## src/rtl/cpu_pkg.sv

```systemverilog
// Shared 6502 core definitions: stack sequencer states, stack op encoding,
// stack page and the power-on stack pointer value.
package cpu_pkg;

  // High address byte of the hardware stack page.
  localparam logic [7:0] STACK_PAGE = 8'h01;

  // Value the stack pointer takes on reset.
  localparam logic [7:0] SP_RESET_VAL = 8'hFD;

  // Stack request direction, carried on req_op.
  localparam logic OP_PUSH = 1'b0;
  localparam logic OP_PULL = 1'b1;

  // Stack sequencer states. A pull pre-increments S in PULL_INC and then
  // reads in PULL_RD, which matches the 6502's empty-descending stack.
  typedef enum logic [2:0] {
    ST_IDLE     = 3'd0,
    ST_PUSH     = 3'd1,
    ST_PULL_INC = 3'd2,
    ST_PULL_RD  = 3'd3,
    ST_DONE     = 3'd4
  } stack_state_e;

  // Select byte k of a 3-byte little-endian word. Byte 3 does not exist
  // and reads as zero.
  function automatic logic [7:0] get_byte(input logic [23:0] w, input logic [1:0] k);
    logic [7:0] b;
    case (k)
      2'd0:    b = w[7:0];
      2'd1:    b = w[15:8];
      2'd2:    b = w[23:16];
      default: b = 8'h00;
    endcase
    return b;
  endfunction

endpackage

```

## src/rtl/byte_reg.sv

```systemverilog
// General-purpose load/hold register. RESET_VAL lets a user choose the
// value taken on asynchronous reset; it defaults to zero.
module byte_reg #(
  parameter int               WIDTH     = 8,
  parameter logic [WIDTH-1:0] RESET_VAL = '0
) (
  input  logic             clk,
  input  logic             rst_n,
  input  logic             en,
  input  logic [WIDTH-1:0] d,
  output logic [WIDTH-1:0] q
);

  logic [WIDTH-1:0] val_q;
  logic [WIDTH-1:0] val_d;

  // Load the new value when enabled, otherwise hold.
  always_comb begin
    val_d = val_q;
    if (en) begin
      val_d = d;
    end
  end

  // Storage with asynchronous active-low reset.
  always_ff @(posedge clk or negedge rst_n) begin
    if (!rst_n) begin
      val_q <= RESET_VAL;
    end else begin
      val_q <= val_d;
    end
  end

  assign q = val_q;

endmodule

```

## src/rtl/stack_ctrl.sv

```systemverilog
// Stack access sequencer: owns the stack pointer S and runs 0..3 byte
// pushes and pulls against the stack page through the memory bus.
//
// Request handshake: a request transfers on a rising edge where
// req_valid && req_ready. The requester must hold req_op/req_len/req_data
// stable while req_valid is high and not yet accepted. Completion is a
// single-cycle rsp_valid pulse; rsp_data then stays stable until the next
// accepted request. Memory handshake: mem_we or mem_re, with mem_addr and
// mem_wdata, stay asserted and unchanged until the bus returns mem_ack.
module stack_ctrl
  import cpu_pkg::*;
#(
  parameter logic [7:0] SP_RESET = SP_RESET_VAL,
  parameter logic [7:0] PAGE     = STACK_PAGE
) (
  input  logic        clk,
  input  logic        rst_n,
  input  logic        req_valid,
  output logic        req_ready,
  input  logic        req_op,
  input  logic [1:0]  req_len,
  input  logic [23:0] req_data,
  output logic        rsp_valid,
  output logic [23:0] rsp_data,
  output logic [15:0] mem_addr,
  output logic [7:0]  mem_wdata,
  output logic        mem_we,
  output logic        mem_re,
  input  logic        mem_ack,
  input  logic [7:0]  mem_rdata,
  input  logic        sp_load,
  input  logic [7:0]  sp_in,
  output logic [7:0]  sp_out,
  output logic [2:0]  dbg_state
);

  stack_state_e state_q;
  stack_state_e state_d;

  // Latched request. The direction is not stored: the state path taken
  // after acceptance (PUSH vs PULL_INC) already encodes it.
  logic [1:0]  len_q;
  logic [1:0]  len_d;
  logic [23:0] data_q;
  logic [23:0] data_d;
  logic [1:0]  k_q;
  logic [1:0]  k_d;
  logic [23:0] rsp_data_q;
  logic [23:0] rsp_data_d;

  // Stack pointer register interface.
  logic       s_en;
  logic [7:0] s_d;
  logic [7:0] s_q;

  logic accept;
  logic last_byte;

  assign accept    = req_valid & req_ready;
  assign last_byte = ((k_q + 2'd1) == len_q);

  // Stack pointer lives in the shared byte register with a reset value.
  byte_reg #(
    .WIDTH     (8),
    .RESET_VAL (SP_RESET)
  ) u_sp_reg (
    .clk   (clk),
    .rst_n (rst_n),
    .en    (s_en),
    .d     (s_d),
    .q     (s_q)
  );

  // FSM state register.
  always_ff @(posedge clk or negedge rst_n) begin
    if (!rst_n) begin
      state_q <= ST_IDLE;
    end else begin
      state_q <= state_d;
    end
  end

  // FSM next-state logic.
  always_comb begin
    state_d = state_q;
    case (state_q)
      ST_IDLE: begin
        if (accept) begin
          if (req_len == 2'd0) begin
            state_d = ST_DONE;
          end else if (req_op == OP_PUSH) begin
            state_d = ST_PUSH;
          end else begin
            state_d = ST_PULL_INC;
          end
        end
      end
      ST_PUSH: begin
        if (mem_ack && last_byte) begin
          state_d = ST_DONE;
        end
      end
      ST_PULL_INC: begin
        state_d = ST_PULL_RD;
      end
      ST_PULL_RD: begin
        if (mem_ack) begin
          state_d = last_byte ? ST_DONE : ST_PULL_INC;
        end
      end
      ST_DONE: begin
        state_d = ST_IDLE;
      end
      default: begin
        state_d = ST_IDLE;
      end
    endcase
  end

  // FSM outputs: handshakes and the bus access for the current byte.
  always_comb begin
    req_ready = 1'b0;
    rsp_valid = 1'b0;
    mem_we    = 1'b0;
    mem_re    = 1'b0;
    mem_addr  = 16'h0000;
    mem_wdata = 8'h00;
    case (state_q)
      ST_IDLE: begin
        // TXS has priority over a request in the same cycle.
        req_ready = ~sp_load;
      end
      ST_PUSH: begin
        mem_we    = 1'b1;
        mem_addr  = {PAGE, s_q};
        mem_wdata = get_byte(data_q, k_q);
      end
      ST_PULL_RD: begin
        mem_re   = 1'b1;
        mem_addr = {PAGE, s_q};
      end
      ST_DONE: begin
        rsp_valid = 1'b1;
      end
      default: begin
        req_ready = 1'b0;
      end
    endcase
  end

  // Request latch, byte counter and pulled-byte assembly.
  always_comb begin
    len_d      = len_q;
    data_d     = data_q;
    k_d        = k_q;
    rsp_data_d = rsp_data_q;
    if ((state_q == ST_IDLE) && accept) begin
      len_d      = req_len;
      data_d     = req_data;
      k_d        = 2'd0;
      rsp_data_d = 24'h000000;
    end else if ((state_q == ST_PUSH) && mem_ack) begin
      k_d = k_q + 2'd1;
    end else if ((state_q == ST_PULL_RD) && mem_ack) begin
      k_d = k_q + 2'd1;
      case (k_q)
        2'd0:    rsp_data_d[7:0]   = mem_rdata;
        2'd1:    rsp_data_d[15:8]  = mem_rdata;
        2'd2:    rsp_data_d[23:16] = mem_rdata;
        default: rsp_data_d        = rsp_data_q;
      endcase
    end
  end

  // Datapath registers; reset clears them so outputs start at zero.
  always_ff @(posedge clk or negedge rst_n) begin
    if (!rst_n) begin
      len_q      <= 2'd0;
      data_q     <= 24'h000000;
      k_q        <= 2'd0;
      rsp_data_q <= 24'h000000;
    end else begin
      len_q      <= len_d;
      data_q     <= data_d;
      k_q        <= k_d;
      rsp_data_q <= rsp_data_d;
    end
  end

  // Stack pointer next value: TXS in IDLE, post-decrement on each pushed
  // byte, pre-increment before each pulled byte. All 8-bit modulo.
  always_comb begin
    s_en = 1'b0;
    s_d  = s_q;
    case (state_q)
      ST_IDLE: begin
        if (sp_load) begin
          s_en = 1'b1;
          s_d  = sp_in;
        end
      end
      ST_PUSH: begin
        if (mem_ack) begin
          s_en = 1'b1;
          s_d  = s_q - 8'd1;
        end
      end
      ST_PULL_INC: begin
        s_en = 1'b1;
        s_d  = s_q + 8'd1;
      end
      default: begin
        s_en = 1'b0;
      end
    endcase
  end

  assign rsp_data  = rsp_data_q;
  assign sp_out    = s_q;
  assign dbg_state = state_q;

endmodule

```

## config.mk

```make
export PLATFORM = sky130hd
export DESIGN_NAME = stack_ctrl
export DESIGN_NICKNAME = d
export VERILOG_FILES = /design/src/rtl/cpu_pkg.sv /design/src/rtl/byte_reg.sv /design/src/rtl/stack_ctrl.sv
export SDC_FILE = /design/constraint.sdc
export NUM_CORES = 1
export LEC_CHECK = 0
export ABC_AREA = 1
export CAP_MARGIN = 20
export CORE_AREA = 2 2 88 90
export CTS_CLUSTER_SIZE = 14
export DETAILED_ROUTE_END_ITERATION = 6
export DIE_AREA = 0 0 90 92
export HOLD_SLACK_MARGIN = 0.03
export PLACE_DENSITY_LB_ADDON = 0.08
export SLEW_MARGIN = 20
export SYNTH_ARGS = -nofsm -noshare
export SYNTH_HDL_FRONTEND = slang
export SYNTH_HIERARCHICAL = 1
export SYNTH_SLANG_ARGS = --single-unit
```

## constraint.sdc

```tcl
create_clock -name clk -period 3 [get_ports clk]
set_input_delay 0.75 -clock clk [delete_from_list [all_inputs] [get_ports clk]]
set_output_delay 0.75 -clock clk [all_outputs]
set_load 0.05 [all_outputs]
```

==> impl_metrics.csv <==
group,metric,value,unit
yosys,synth_xor_area_frac,0.00494,
worst_hold_path,min_path_type,"in -> async",
floorplanning,io_pins,111,
yosys,yosysSeqAreaShare,0.447,
worst_setup_path,reg2reg_from,"dbg_state[2]",
floorplanning,row_count,32,
run,cap_viol_max_count,0,
detailed_routing,drt_iter0_drc,162,
worst_setup_path,critPathRequiredTime,2.25,ns
yosys,netlist_top_cells_count,"nand2_1, dfrtp_1, nand3_1",
sta,final_max_slew_viol_count,0,
place,numPortBuffers,103,
final_layout,diodes,0,
yosys,ys_ff_latch,63,
yosys,avgSynthCellArea,7.91,um2
yosys,synth_edf_count,0,
place,place_hpwl,6460,um
floorplanning,core-area,0.00745,mm2
clock_tree,tritoncts,"built",
power_and_ir_drop,p_int,2740,uW
detailed_routing,vias,3255,
clock_tree,cts_htree_levels,3,
worst_setup_path,cpMaxStageDelayCell,"clkdlybuf4s50_1",
yosys,synthTopCellsByArea,"dfrtp_1, nand2_1, nand3_1",
clock_tree,cts-root-buf,"clkbuf_8",
power_and_ir_drop,p_total,5260,uW
detailed_routing,drc,0,
floorplanning,start_util,0.476,
sta,fmax,0.351,GHz
worst_setup_path,worst-path-buf-inv,2,
yosys,yosysUniqueCellTypes,34,
clock_tree,clock_latency,0.33,ns
worst_setup_path,arrival,2.10,ns
power_and_ir_drop,p_seq_frac,0.274,
yosys,synth_fa_ha_area_frac,0.0212,
sta,worstMarginPinSlew,0.709,ns
status,status,"finished, final reports clean",
worst_setup_path,r2r_slack,1.07,ns
power_and_ir_drop,clock_power_share,0.172,
yosys,synth_top_area_cell,"dfrtp_1",
global_routing,grt_overflow_total,0,
worst_setup_path,worstRegToRegCells,9,
yosys,synth_top_family_by_area,"simple AND/OR/NAND/NOR gates",
power_and_ir_drop,p_sw,2520,uW
worst_setup_path,crit_path_max_incr_delay,0.84,ns
power_and_ir_drop,p_sw_frac,0.479,
yosys,synth.mux.area_fraction,0,
worst_setup_path,crit_chain,"inv_2, nand2_2, nor2_1, clkdlybuf4s50_1",
yosys,yosys_warnings,6,
global_routing,grt_pass1_vias,3212,
clock_tree,ctsResizeCount,0,
global_routing,antenna_found_initial,0,
yosys,synth_compound_area_frac,0.122,
final_layout,nets,602,
detailed_routing,final_antenna_net_count,0,
yosys,synthArstFlopShare,1.00,
clock_tree,clk_pin_slew,0.08,ns
clock_tree,cts_hold_buf,0,
final_layout,fillers,690,
detailed_routing,via_per_inst,4.97,
power_and_ir_drop,power_density,1060,mW/mm2
floorplanning,die_area,0.00828,mm2
yosys,synth.most_common_cell,"nand2_1",
final_layout,area_growth,39.4,%
yosys,synth_simple_gate_area_frac,0.325,
detailed_routing,wl_per_cell,13.7,um
worst_setup_path,r2r-end,"u_sp_reg/q[0]",
place,gp_congestion,0.872,
worst_setup_path,worstPathMaxFanout,10,
floorplanning,die_h,92,um
clock_tree,postCtsSetupBuffers,0,
yosys,postSynthCellCount,448,
power_and_ir_drop,vdd_drop_max,0.487,mV
worst_setup_path,critPathTopFamily,"buffers and inverters",
sta,rsz0062_at_grt,"no",
sta,finalSetupViolations,0,
worst_setup_path,cp.depth,4,
global_routing,grt_pass1_wl,15200,um
yosys,synthFlopType,"dfrtp_1",
worst_setup_path,critical_path.startpoint_type,"register",
yosys,synth_top_area_frac,0.395,
clock_tree,cts_sinks,63,
final_layout,drive_above_1_share,0.127,
sta,finalSetupTns,0,ns
detailed_routing,firstDrtPassIters,5,
global_routing,grt_max_degree,43,
sta,final_hold_viol_count,0,
clock_tree,cts_buffers,9,
sta,fin_crit_sh,0.949,
floorplanning,die_w,90,um
worst_setup_path,crit_path_end_kind,"primary output",
detailed_routing,drt_wl_total,8990,um
power_and_ir_drop,cellLeakagePower,0.00233,uW
clock_tree,cts_buffer_depth,2,
yosys,mappedNetlistArea,0.00355,mm2
sta,finClkSkew,0.0127,ns
sta,slew_headroom,0.527,
global_routing,grt_usage,0.224,
power_and_ir_drop,pwr-share-comb,0.555,
worst_setup_path,crit_type,"reg -> out",
sta,fin_crit,2.85,ns
[power by group through the flow]
| stage | sequential (uW) | clock (uW) | combinational [uW] |
|---|---|---|---|
| global route | 1480 | 960 | 3130 |
| finish | 1440 | 903 | 2920 |
| detailed placement | 1440 | 0 | 2910 |
| CTS | 1440 | 918 | 2920 |
| global placement | 1430 | 0 | 2880 |
| floorplan | 1830 | 0 | 1580 |
[registers in the layout, summed over array words and instances, names as in the netlist]
register and cells:
k_q 2, data_q 24, u_sp_reg/q 8, len_q 2, rsp_data 24, dbg_state 3
[per-stage QoR]
stage          hold WS, ns  cells  cell area, um2   util  setup WS (ns)
6_report             0.462    655            4940  0.664          0.153
5_1_grt              0.491    655            4940  0.664         0.0436
4_1_cts              0.466    655            4940  0.664         0.0878
3_5_place_dp         0.465    639            4700  0.631          0.469
3_3_place_gp         0.463    639            4700  0.631          0.511
2_1_floorplan        0.449    454            3570      -          0.233
[routing by layer]
metal / vias up / GRT usage / share of wire
met5: - / 0 / 0
met4: 0 / 0.0833 / 0.0083
met3: 6 / 0.0485 / 0.059
met2: 109 / 0.368 / 0.48
met1: 1514 / 0.292 / 0.45
li1: 1626 / - / -
[final cells by class]
class,instances,area [um2],share of cell area
tap,102,128,0.0258
clock buffer,9,124,0.0251
inverter,29,109,0.0220
sequential,63,1590,0.321
timing repair buffer,108,1180,0.238
multi-input combinational,337,1700,0.344
clock inverter,7,120,0.0243
[kinds of logic after synthesis]
group | count (synthesis)
flip-flops | 63
XOR/XNOR | 2
adder cells (fa/ha/maj) | 6
other | 1
AND/OR/NAND/NOR | 265
AO/OA/AOI/OAI | 57
buffers and inverters | 54
[cells in the final DEF (no fill, tap or decap), types with 2 or more instances in the layout]
| cell type | netlist | routed |
|---|---|---|
| a21oi_1 | 8 | 8 |
| a22oi_1 | 2 | 2 |
| a31oi_4 | 8 | 8 |
| buf_12 | 0 | 11 |
| buf_4 | 7 | 4 |
| bufinv_16 | 0 | 3 |
| clkbuf_8 | 0 | 9 |
| clkdlybuf4s50_1 | 0 | 92 |
| conb_1 | 1 | 7 |
| dfrtp_1 | 56 | 56 |
| dfstp_2 | 7 | 7 |
| ha_1 | 6 | 6 |
| inv_1 | 22 | 22 |
| inv_2 | 7 | 7 |
| nand2_1 | 175 | 175 |
| nand2_2 | 3 | 3 |
| nand2_4 | 4 | 4 |
| nand3_1 | 38 | 38 |
| nand3_2 | 2 | 2 |
| nand4_1 | 7 | 7 |
| nor2_1 | 26 | 26 |
| nor3_1 | 3 | 3 |
| o21ai_0 | 13 | 13 |
| o21ai_1 | 22 | 22 |
| o21ai_2 | 2 | 2 |
| or2_2 | 1 | 2 |
| xor2_1 | 2 | 2 |
[worst max path at each step]
stage	slack [ns]	start	end
floorplan	0.23	dbg_state[0]	mem_wdata[0]
global placement	0.51	dbg_state[0]	mem_wdata[7]
detailed placement	0.47	dbg_state[0]	mem_wdata[3]
CTS	0.09	dbg_state[0]	mem_wdata[0]
global route	0.04	dbg_state[2]	mem_re
finish	0.15	dbg_state[2]	mem_re
(Power assumes the default switching activity.)
